--- src/rtl/mt_pkg.sv ---
// Shared types and defaults for the MouseTrap synchronous sink.
//   phase_t            : 2-phase handshake level
//   sink_state_t       : sink FSM states (WAIT, HOLD)
//   MT_SYNC_STAGES_DEF : default depth of the req synchronizer
package mt_pkg;

    typedef logic phase_t;

    typedef enum logic {
        WAIT = 1'b0,
        HOLD = 1'b1
    } sink_state_t;

    localparam int MT_SYNC_STAGES_DEF = 2;

endpackage

--- src/rtl/mt_toggle_sync.sv ---
// Synchronizes an asynchronous 2-phase request into the clock domain and
// keeps the last consumed phase, flagging a new token while they differ.
// Ports:
//   clk_i     in   clock
//   rst_i     in   synchronous active-high reset
//   req_i     in   2-phase request, asynchronous to clk_i
//   consume   in   token taken this cycle: flips the seen phase
//   pending   out  synchronized phase differs from the seen phase
module mt_toggle_sync
    import mt_pkg::*;
#(
    parameter int SYNC_STAGES = MT_SYNC_STAGES_DEF
) (
    input  logic clk_i,
    input  logic rst_i,
    input  logic req_i,
    input  logic consume,
    output logic pending
);

    logic [SYNC_STAGES-1:0] sync_q;
    phase_t                 seen_q;

    always_ff @(posedge clk_i) begin
        if (rst_i) begin
            sync_q <= '0;
            seen_q <= 1'b0;
        end else begin
            sync_q <= {sync_q[SYNC_STAGES-2:0], req_i};
            if (consume) seen_q <= ~seen_q;
        end
    end

    assign pending = sync_q[SYNC_STAGES-1] ^ seen_q;

endmodule

--- src/rtl/mousetrap_sync_sink.sv ---
// Clocked receiver at the tail of a MouseTrap asynchronous pipeline.
// 2-phase bundled-data tokens are buffered in a small FIFO, offered as a
// valid/ready stream, and acknowledged with a registered 2-phase toggle.
// Optional feature macro: MT_SINK_COUNT_EN adds the 32-bit token_count port.
// Ports:
//   Clk          in   clock
//   extReset     in   synchronous active-high reset
//   req_in       in   2-phase request from last stage (async)
//   data_in      in   bundled data, stable until matching ack_out edge
//   ack_out      out  2-phase acknowledge (registered)
//   out_valid    out  FIFO non-empty
//   out_ready    in   consumer takes head this cycle
//   out_data     out  FIFO head
//   token_count  out  accepted-token counter (MT_SINK_COUNT_EN only)
module mousetrap_sync_sink
    import mt_pkg::*;
#(
    parameter int WIDTH       = 8,
    parameter int SYNC_STAGES = MT_SYNC_STAGES_DEF,
    parameter int DEPTH       = 2
) (
    input  logic             Clk,
    input  logic             extReset,
    input  logic             req_in,
    input  logic [WIDTH-1:0] data_in,
    output logic             ack_out,
    output logic             out_valid,
    input  logic             out_ready,
    output logic [WIDTH-1:0] out_data
`ifdef MT_SINK_COUNT_EN
    ,
    output logic [31:0]      token_count
`endif
);

    localparam int PTR_W = $clog2(DEPTH);
    localparam int CNT_W = $clog2(DEPTH + 1);

    logic [WIDTH-1:0] mem_q [DEPTH];
    logic [PTR_W-1:0] wr_ptr_q, rd_ptr_q;
    logic [CNT_W-1:0] count_q;
    phase_t           ack_q;
    sink_state_t      state_q;
    logic             pending, full, push, pop;

    mt_toggle_sync #(
        .SYNC_STAGES(SYNC_STAGES)
    ) u_sync (
        .clk_i   (Clk),
        .rst_i   (extReset),
        .req_i   (req_in),
        .consume (push),
        .pending (pending)
    );

    // full is the registered (pre-pop) occupancy, so a pop in the same
    // cycle never frees room for a push; the held token goes next cycle.
    assign full      = (count_q == CNT_W'(DEPTH));
    assign push      = pending && !full;
    assign pop       = out_valid && out_ready;
    assign out_valid = (count_q != '0);
    assign out_data  = mem_q[rd_ptr_q];
    assign ack_out   = ack_q;

    always_ff @(posedge Clk) begin
        if (extReset) begin
            for (int i = 0; i < DEPTH; i++) mem_q[i] <= '0;
            wr_ptr_q <= '0;
            rd_ptr_q <= '0;
            count_q  <= '0;
            ack_q    <= 1'b0;
            state_q  <= WAIT;
        end else begin
            // Sink FSM: HOLD marks a token seen while the FIFO had no room.
            case (state_q)
                WAIT:    if (pending && full) state_q <= HOLD;
                HOLD:    if (!full)           state_q <= WAIT;
                default:                      state_q <= WAIT;
            endcase

            // Capture and acknowledge on the same edge.
            if (push) begin
                mem_q[wr_ptr_q] <= data_in;
                wr_ptr_q        <= wr_ptr_q + PTR_W'(1);
                ack_q           <= ~ack_q;
            end
            if (pop) rd_ptr_q <= rd_ptr_q + PTR_W'(1);

            case ({push, pop})
                2'b10:   count_q <= count_q + CNT_W'(1);
                2'b01:   count_q <= count_q - CNT_W'(1);
                default: count_q <= count_q;
            endcase
        end
    end

`ifdef MT_SINK_COUNT_EN
    logic [31:0] tok_cnt_q;

    always_ff @(posedge Clk) begin
        if (extReset)  tok_cnt_q <= '0;
        else if (push) tok_cnt_q <= tok_cnt_q + 32'd1;
    end

    assign token_count = tok_cnt_q;
`endif

endmodule

--- config.mk ---
export PLATFORM = sky130hd
export DESIGN_NAME = mousetrap_sync_sink
export DESIGN_NICKNAME = d
export VERILOG_FILES = /design/src/rtl/mt_pkg.sv /design/src/rtl/mt_toggle_sync.sv /design/src/rtl/mousetrap_sync_sink.sv
export SDC_FILE = /design/constraint.sdc
export NUM_CORES = 1
export LEC_CHECK = 0
export ABC_AREA = 0
export CAP_MARGIN = 15
export CORE_MARGIN = 2
export CORE_UTILIZATION = 45
export CTS_BUF_LIST = sky130_fd_sc_hd__clkbuf_8
export CTS_CLUSTER_SIZE = 20
export DETAILED_ROUTE_END_ITERATION = 8
export PLACE_DENSITY = 0.77
export SYNTH_ARGS = -nofsm -noshare
export SYNTH_HDL_FRONTEND = slang
export SYNTH_SLANG_ARGS = --single-unit
--- constraint.sdc ---
create_clock -name Clk -period 1.8 [get_ports Clk]
set_input_delay 0.45 -clock Clk [delete_from_list [all_inputs] [get_ports Clk]]
set_output_delay 0.45 -clock Clk [all_outputs]
set_load 0.01 [all_outputs]
==> results.ini <==
[worst_setup_path]
cpPeakStageDelay_ns = 0.35
cp-end-kind = output pin
critPathRequiredTime_ns = 1.35
cp_max_fo = 8
cp_cell_sequence = buf_12 -> mux2_2 -> clkdlybuf4s15_1
reg2reg_from = u_sync.seen_q$_SDFFE_PP0P_
path_class = reg2out
arrival_ns = 1.28
slowest_stage = dfxtp_2
path_buf_inv = 2
worstSetupStartpointType = flop
path_delay_family = flip-flops

[sta]
hold_viol = 0
rsz0062_at_grt = false
clock_skew_ns = 0.00359
tightest_slew_ns = 0.334
drv_slew = 0
fin_crit_sh_pct = 96.3
fin_crit_ns = 1.73
finalSetupViolCount = 0
relSlewSlack_pct = 77.6
max_clock_freq_ghz = 0.577

[flow_run]
max_cap_violations = 0

[routing]
vias = 672
drt_first_pass_iters = 2
routedWlPerCell_um = 12.5
postRouteAntennaNets = 0
drt-total-wl_um = 1750
drc_errors = 0
avgViaCountPerCell = 4.80
dr.first_iter.drc_count = 3

[floorplanning]
initial_core_util_pct = 48.1
rows = 17
fp.dieH_um = 52.8
die_w_um = 52.8
die_area_sq_um = 2790
num_io_pins = 22
coreArea_sq_um = 2230

[logic_synthesis]
yosysWarnings = 0
yosysSeqAreaShare_pct = 61.5
synth-edff-count = 16
post-synth-top-area-cell = edfxtp_1
ys_ff_latch = 25
synth_async_sr_flop_share_pct = 0
netlist_instances = 80
synth.avg_cell_area_sq_um = 13.4
synth_common_cells = and2_1 (16), edfxtp_1 (16), dfxtp_1 (9)
syn_area_sq_um = 1070
synth_nets = 93
synth.distinct_cells = 23
synth_top_area_share_pct = 44.8
synth_area_leaders = edfxtp_1 (45%), dfxtp_1 (17%), and2_1 (9.3%), mux2_2 (8.4%), nor4_4 (2.0%)
synthFlopType = edfxtp_1

[cts]
holdBufCountCts = 0
clockBufferDepth = 2
h-tree-depth = 1
clk_latency_ns = 0.26
cts_made_buffers = 3
clkSlewWorstSetupHoldPaths_ns = 0.08
root_buffer = clkbuf_8
cts.sinks = 25
cts_tree = built

[global_route]
grt_overflow_total = 0
grt.total_usage_pct = 14.8
grt_pass1_wl_um = 2930
grt_max_degree = 14
antenna_found_initial = 0
grt_pass1_vias = 702

[cells_and_area]
diodes = 0
syn_to_final_growth_pct = 36.6
nNetsFinal = 126
final_layout_size_suffix_gt1_share_pct = 24.1
multi_input_area_sq_um = 402
seq_area_sq_um = 663
fill_cells = 182
final_util_pct = 65.7

[pwr]
cellLeakagePower_nw = 0.576
powerDensity_nw_per_um2 = 1050
ir_drop_v = 0.000798
power_mw = 1.54

[run_status]
status = finished, final reports clean

[placed_design]
routabilityCongestion = 0.755
hpwlAfterDp_um = 1330
portBuffers = 21

[worst_hold_path]
holdCritStartpoint = u_sync.sync_q[0]$_SDFF_PP0_
hold_class = reg2reg

[cell usage in the layout (no fill, tap or decap)]
cell,n
nor4_4,1
inv_1,2
clkdlybuf4s50_1,12
nor2b_1,2
nand2b_1,1
o21a_2,1
dfxtp_2,2
mux2_2,8
a21oi_1,2
xnor2_2,1
xnor2_1,2
clkdlybuf4s15_1,8
clkbuf_8,3
or3_1,2
dlymetal6s2s_1,1
nor2b_2,1
ha_1,1
xor2_1,1
or2_1,2
dfxtp_1,7
edfxtp_1,16
mux2i_1,1
o21ai_0,2
buf_12,3
and2_1,16
o21bai_1,2
nor2_1,5
buf_4,6
nor3_2,1
[through the flow]
stage	instances	setup slack [ns]	hold slack (ns)	cell area (sq um)	TNS (ns)
after global placement	136	-0.00762	0.433	1420	-0.00762
after CTS	140	0.00602	0.457	1460	0
after global routing	140	0.000900	0.490	1470	0
final	140	0.0658	0.452	1470	0
after detailed placement	136	-0.0704	0.440	1420	-0.0704
after floorplan	80	0.217	0.414	1070	0
[layer usage]
layer,GRT usage [%],part of all wire [%],vias up
li1,-,-,341
met1,15.4,41,316
met2,27.9,55,13
met3,3.14,4.2,2
met4,6.41,0.57,0
met5,0,0,-
[logic make-up (layout without fill, tap and decap cells)]
group	count (synthesis)	in the layout	share of synthesized area, %
xor+xnor	4	4	3.96
fa+ha+maj	1	1	1.17
simple gates	31	31	18.9
buf+inv	3	35	1.05
flops	25	25	61.5
compound gates	7	7	4.08
mux	9	9	9.32
[power breakdown]
part / internal [mW] / total [mW] / switching, mW / leakage, nW
clock: 0.152 / 0.311 / 0.159 / 0.0269
combinational: 0.295 / 0.492 / 0.197 / 0.308
sequential: 0.684 / 0.733 / 0.0489 / 0.241
[sequential cells by signal, summed over array words and instances, names as in the netlist, named ones only]
register       flops
u_sync.sync_q      2
count_q            2
ack_out            1
rd_ptr_q           1
wr_ptr_q           1
u_sync.seen_q      1
mem_q             16
[layout make-up]
cell class	instances	area share, %
inverters	1	0.256
flip-flops and latches	25	45.2
clock buffers	3	2.82
clock inverters	1	0.256
well taps	28	2.39
multi-input cells	52	27.4
repair buffers	30	21.7
[path summary, 6_finish.rpt]
kind,to,slack [ns],depth (start not counted)
setup / recovery,out_data[2],0.07,3
hold / removal,u_sync.sync_q[1]$_SDFF_PP0_,0.45,1
setup reg to reg,count_q[1]$_SDFFE_PP0P_,0.12,6
hold reg to reg,u_sync.sync_q[1]$_SDFF_PP0_,0.45,1
[timing repair]
action	CTS	global route
setup endpoints to repair	9	8
resized for setup	11	8
setup buffers	0	0
Note: power is estimated with default switching activity, not from simulation.
